`src/rtl/ff_bank_pkg.sv`:
```
// Shared types and default constants for the two-requester register arbiter.
package ff_bank_pkg;

  localparam int unsigned WIDTH_DEF    = 8;
  localparam int unsigned HOLD_MAX_DEF = 4;
  // Hold counter width; covers HOLD_MAX up to 15
  localparam int unsigned CNT_W        = 4;

  typedef enum logic [1:0] {
    IDLE = 2'd0,
    G0   = 2'd1,
    G1   = 2'd2
  } state_t;

endpackage

```
`src/rtl/ff_word.sv`:
```
// WIDTH-bit storage word: async clear, load enable, optional sync clear
// (sync clear present only when SYNC_CLR_EN is defined).
module ff_word
  import ff_bank_pkg::*;
#(
  parameter int unsigned WIDTH = WIDTH_DEF
) (
  input  logic             clk,
  input  logic             rc,
  input  logic             ld,
`ifdef SYNC_CLR_EN
  input  logic             sc,
`endif
  input  logic [WIDTH-1:0] d,
  output logic [WIDTH-1:0] q
);

  // Sync clear beats load; async clear beats everything
  always_ff @(posedge clk or posedge rc) begin
    if (rc) begin
      q <= '0;
`ifdef SYNC_CLR_EN
    end else if (sc) begin
      q <= '0;
`endif
    end else if (ld) begin
      q <= d;
    end
  end

endmodule

```
`src/rtl/ff_bank_arb.sv`:
```
// Two-requester arbiter owning a shared register, with hold-time preemption.
// Optional synchronous clear port sc enabled by defining SYNC_CLR_EN.
module ff_bank_arb
  import ff_bank_pkg::*;
#(
  parameter int unsigned WIDTH    = WIDTH_DEF,
  parameter int unsigned HOLD_MAX = HOLD_MAX_DEF
) (
  input  logic             clk,
  input  logic             rc,
  input  logic             req0,
  input  logic [WIDTH-1:0] d0,
  input  logic             req1,
  input  logic [WIDTH-1:0] d1,
`ifdef SYNC_CLR_EN
  input  logic             sc,
`endif
  output logic             gnt0,
  output logic             gnt1,
  output logic [WIDTH-1:0] q,
  output logic             busy
);

  state_t           state;
  logic [CNT_W-1:0] cnt;
  logic [CNT_W-1:0] cnt_inc_c;
  logic             last;      // index of the requester served most recently
  logic             hold_done_c;
  logic             ld_c;
  logic [WIDTH-1:0] wdata_c;

  // Counter value including the current granted edge, saturating
  assign cnt_inc_c   = (cnt >= CNT_W'(HOLD_MAX)) ? cnt : cnt + CNT_W'(1);
  assign hold_done_c = (cnt_inc_c == CNT_W'(HOLD_MAX));

  // Owner writes on every edge it still requests, including a preempting edge
  assign ld_c    = ((state == G0) && req0) || ((state == G1) && req1);
  assign wdata_c = (state == G1) ? d1 : d0;

  // Arbitration FSM with registered grants, busy and hold counter
  always_ff @(posedge clk or posedge rc) begin
    if (rc) begin
      state <= IDLE;
      gnt0  <= 1'b0;
      gnt1  <= 1'b0;
      busy  <= 1'b0;
      cnt   <= '0;
      last  <= 1'b1;
`ifdef SYNC_CLR_EN
    end else if (sc) begin
      state <= IDLE;
      gnt0  <= 1'b0;
      gnt1  <= 1'b0;
      busy  <= 1'b0;
      cnt   <= '0;
`endif
    end else begin
      case (state)
        IDLE: begin
          if (req0 && (!req1 || last)) begin
            state <= G0;
            gnt0  <= 1'b1;
            busy  <= 1'b1;
            cnt   <= '0;
          end else if (req1) begin
            state <= G1;
            gnt1  <= 1'b1;
            busy  <= 1'b1;
            cnt   <= '0;
          end
        end
        G0: begin
          if (!req0) begin
            last <= 1'b0;
            gnt0 <= 1'b0;
            cnt  <= '0;
            if (req1) begin
              state <= G1;
              gnt1  <= 1'b1;
            end else begin
              state <= IDLE;
              busy  <= 1'b0;
            end
          end else if (req1 && hold_done_c) begin
            last  <= 1'b0;
            state <= G1;
            gnt0  <= 1'b0;
            gnt1  <= 1'b1;
            cnt   <= '0;
          end else begin
            cnt <= cnt_inc_c;
          end
        end
        G1: begin
          if (!req1) begin
            last <= 1'b1;
            gnt1 <= 1'b0;
            cnt  <= '0;
            if (req0) begin
              state <= G0;
              gnt0  <= 1'b1;
            end else begin
              state <= IDLE;
              busy  <= 1'b0;
            end
          end else if (req0 && hold_done_c) begin
            last  <= 1'b1;
            state <= G0;
            gnt1  <= 1'b0;
            gnt0  <= 1'b1;
            cnt   <= '0;
          end else begin
            cnt <= cnt_inc_c;
          end
        end
        default: begin
          state <= IDLE;
          gnt0  <= 1'b0;
          gnt1  <= 1'b0;
          busy  <= 1'b0;
          cnt   <= '0;
        end
      endcase
    end
  end

  // Shared register
  ff_word #(
    .WIDTH(WIDTH)
  ) u_word (
    .clk (clk),
    .rc  (rc),
    .ld  (ld_c),
`ifdef SYNC_CLR_EN
    .sc  (sc),
`endif
    .d   (wdata_c),
    .q   (q)
  );

endmodule

```
`config.mk`:
```
export PLATFORM = sky130hd
export DESIGN_NAME = ff_bank_arb
export DESIGN_NICKNAME = d
export VERILOG_FILES = /design/src/rtl/ff_bank_pkg.sv /design/src/rtl/ff_word.sv /design/src/rtl/ff_bank_arb.sv
export SDC_FILE = /design/constraint.sdc
export NUM_CORES = 1
export LEC_CHECK = 0
export BUFFER_PORTS_ARGS = -buffer_cell sky130_fd_sc_hd__buf_2
export CORE_MARGIN = 2
export CORE_UTILIZATION = 46
export DETAILED_ROUTE_END_ITERATION = 10
export GPL_TIMING_DRIVEN = 0
export HOLD_SLACK_MARGIN = 0.05
export MAX_ROUTING_LAYER = met4
export PLACE_DENSITY = 0.85
export REMOVE_ABC_BUFFERS = 1
export SETUP_SLACK_MARGIN = 0.05
export SYNTH_ARGS = -nofsm -noshare
export SYNTH_HDL_FRONTEND = slang
export SYNTH_SLANG_ARGS = --single-unit
```
`constraint.sdc`:
```
create_clock -name clk -period 1.95 [get_ports clk]
set_clock_uncertainty 0.05 [all_clocks]
set_input_delay 0.39 -clock clk [delete_from_list [all_inputs] [get_ports clk]]
set_output_delay 0.39 -clock clk [all_outputs]
set_load 0.005 [all_outputs]
```
==> results by group <==
Synthesis
  – Top-count cell post-synth: dfrtp_1
  – Synth area leaders: dfrtp_1, mux2i_1, ha_1
  – #FFs+latches synth: 18
  – Synth area leader: dfrtp_1
  – Syn Area/Cell: between 9 and 10 um^2
  – Netlist cell types: 35
  – Post-synth top cells: dfrtp_1, nand2_1, mux2i_1
  – Seq/Total Area, Yosys: 0.405
  – Synthesized area: 0.00112 mm^2
  – Top cell type's share of synthesized area: 0.381
  – Synthesized instance count: 115
  – Async SR Flop Fraction: 1.00
  – Most used DFF post-synth: dfrtp_1
  – Post-synth EDFFs: 0
  – Synth Warn #: 0

STA
  – Part of the cycle the worst path needs: 0.991
  – Final setup vio count: 0
  – Max-slew headroom: 0.534
  – Worst hold slack: between 0.1 and 0.15 ns
  – Peak Freq: approximately 520 MHz
  – Final hold vios: 0
  – Worst slew pin tran: 0.699 ns
  – Final slew viol count: 0
  – RSZ-0062 raised after global routing: yes
  – Min Tclk post-route: a little under 2 ns

Min path
  – Hold Path Class: input pin to async pin

Global route
  – Pin count of the biggest net entering global routing: 19
  – Vias in the first global route: around 860
  – Remaining global-route overflow: 0
  – All-Layer GR Usage: 0.190
  – First-pass GRT wire length: between 3000 and 4000 um
  – Antenna violations before repair: 0

Placed design
  – Placed Area: 0.00126 mm^2
  – GP Congestion: 0.906
  – Placed insts: roughly 170
  – DP Wirelength: approximately 1700 um
  – PortBufs: 30

Layout
  – Nets: 172
  – Fillers: about 190
  – Final non-filler cell area: around 0.0014 mm^2
  – Non-Filler Instances: 174
  – Ant diodes: 0
  – Post-Route Utilization: 0.611
  – Layout cells sized above 1: 0.377
  – Layout area overhead: 23.4%

Power and ir drop
  – Tot Pwr: roughly 2.0 mW
  – Combinational Power Share: 0.558
  – NetSw: just under 0.8 mW
  – Lkg Pwr: about 0.66 nW
  – Sw Share: 0.394
  – Worst vdd ir: between 0.8 and 0.9 mV
  – Clock Power Share: 0.121
  – Pwr/cell area: around 1500 mW/mm^2
  – Seq pwr share: 0.321
  – P_int: 1.22 mW

CTS
  – CTS buffer count: 3
  – Max clock buf depth: 2
  – Root buf cell: clkbuf_4
  – Clock transition at the registers of the reported paths: 0.11 ns
  – CTS sink count: 18
  – H-tree depth: 1
  – CTS tree: built
  – Clock Latency Late Sink: approximately 0.3 ns

Setup path
  – Worst setup SP type: flip-flop
  – CP Capture Type: flip-flop
  – Critical Path Fanout Max: 2
  – Crit Path Class: flip-flop to flip-flop
  – Crit path required time: ~2.1 ns
  – Critical Path AT: about 2.1 ns

Die
  – Die ar.: roughly 0.0028 mm^2
  – Initial Util: 0.495
  – FP Rows: 17
  – Area of the core: between 0.002 and 0.0025 mm^2
  – Die Span Y: between 50 and 60 um
  – Num ports: 31
  – Die X: around 53 um

Routing
  – WL final: about 2500 um
  – DRT iter0 DRCs: 15
  – Via density: 5.43
  – WL/cell: ~14 um
  – Via count: between 900 and 1,000
  – Drt first pass iters: 4
  – DR DRC count: 0
  – Post-route ant nets: 0

Run status
  – Outcome: finished, final reports clean

Run
  – Max-Cap Viols: 0
## metrics by stage
stage          setup TNS [ns]  worst slack, ns
3_3_place_gp            -2.01           -0.403
2_1_floorplan          -0.249           -0.124
5_1_grt               -0.0651          -0.0267
6_report                    0           0.0184
4_1_cts               -0.0928          -0.0490
3_5_place_dp            -2.78           -0.450
## sequential cells by signal, summed over array words and instances (netlist names)
| signal | flops |
|---|---|
| u_word.q | 8 |
| cnt | 4 |
| state | 2 |
| busy | 1 |
| gnt0 | 1 |
| gnt1 | 1 |
| last | 1 |
## worst max-delay path, cell delays in order (launching register included)
cell     delay [ns]
dfrtp_1        0.42
ha_4           0.25
or4b_4         0.50
o31a_4         0.14
o21ai_4        0.16
mux2_4         0.31
## final cells by class
class / count / area [um^2] / area share
Multi-Input combinational cell: 85 / 652 / 0.473
Sequential cell: 18 / 452 / 0.328
Timing Repair Buffer: 35 / 188 / 0.136
Clock buffer: 4 / 36.3 / 0.0263
Tap cell: 28 / 35.0 / 0.0254
Inverter: 4 / 15.0 / 0.0109
## power by group through the flow
| stage | registers, mW | logic (mW) | clock network, mW |
|---|---|---|---|
| floorplan | 0.648 | 0.690 | 0 |
| global placement | 0.642 | 0.929 | 0 |
| detailed placement | 0.654 | 0.967 | 0 |
| CTS | 0.636 | 1.05 | 0.242 |
| global route | 0.666 | 1.24 | 0.261 |
| finish | 0.646 | 1.12 | 0.243 |
## layout by cell type, fill, tap and decap left out, drive strengths merged, types with 2 or more instances in the layout
cell type and n:
buf 35, nor2b 3, nor2 8, ha 5, a21oi 8, o21ai 13, a211oi 5, inv 4
a22o 2, clkbuf 4, dfrtp 17, mux2i 10, mux2 3, nand2b 2, nand2 15
## repair_timing
action                     4_1_cts  5_1_grt
gates resized for setup          3        4
setup endpoints to repair       16        8
hold buffers                     0        0
buffers inserted                 5        0
pin swaps                        3        2
## routing by layer
metal / global-route usage / vias up / share of wire
met5: - / - / 0
met2: 0.333 / 32 / 0.53
met4: 0.0598 / 0 / 0.017
met3: 0.0508 / 4 / 0.043
met1: 0.207 / 440 / 0.41
li1: - / 469 / -
## cells by family (layout without fill, tap and decap cells)
group / Yosys count / count (layout) / synth area share
AOI/OAI and AO/OA: 36 / 36 / 0.226
adders and majority gates: 5 / 5 / 0.0561
buffers and inverters: 12 / 43 / 0.0538
DFF: 18 / 18 / 0.405
muxes: 13 / 13 / 0.127
and+or+nand+nor: 31 / 31 / 0.132
## path summary, 6_finish.rpt
check                                 start     endpoint  slack [ns]  depth (start not counted)
worst max-delay path                 cnt[1]     state[1]        0.02                          5
worst min-delay path                     rc       cnt[3]        0.13                          2
worst max register to register       cnt[1]     state[1]        0.02                          5
worst min register to register  u_word.q[1]  u_word.q[1]        0.44                          2
max in group asynchronous                rc       cnt[1]        1.28                          2
min in group clk                      d0[0]  u_word.q[0]        0.30                          3
(Power assumes the default switching activity.)
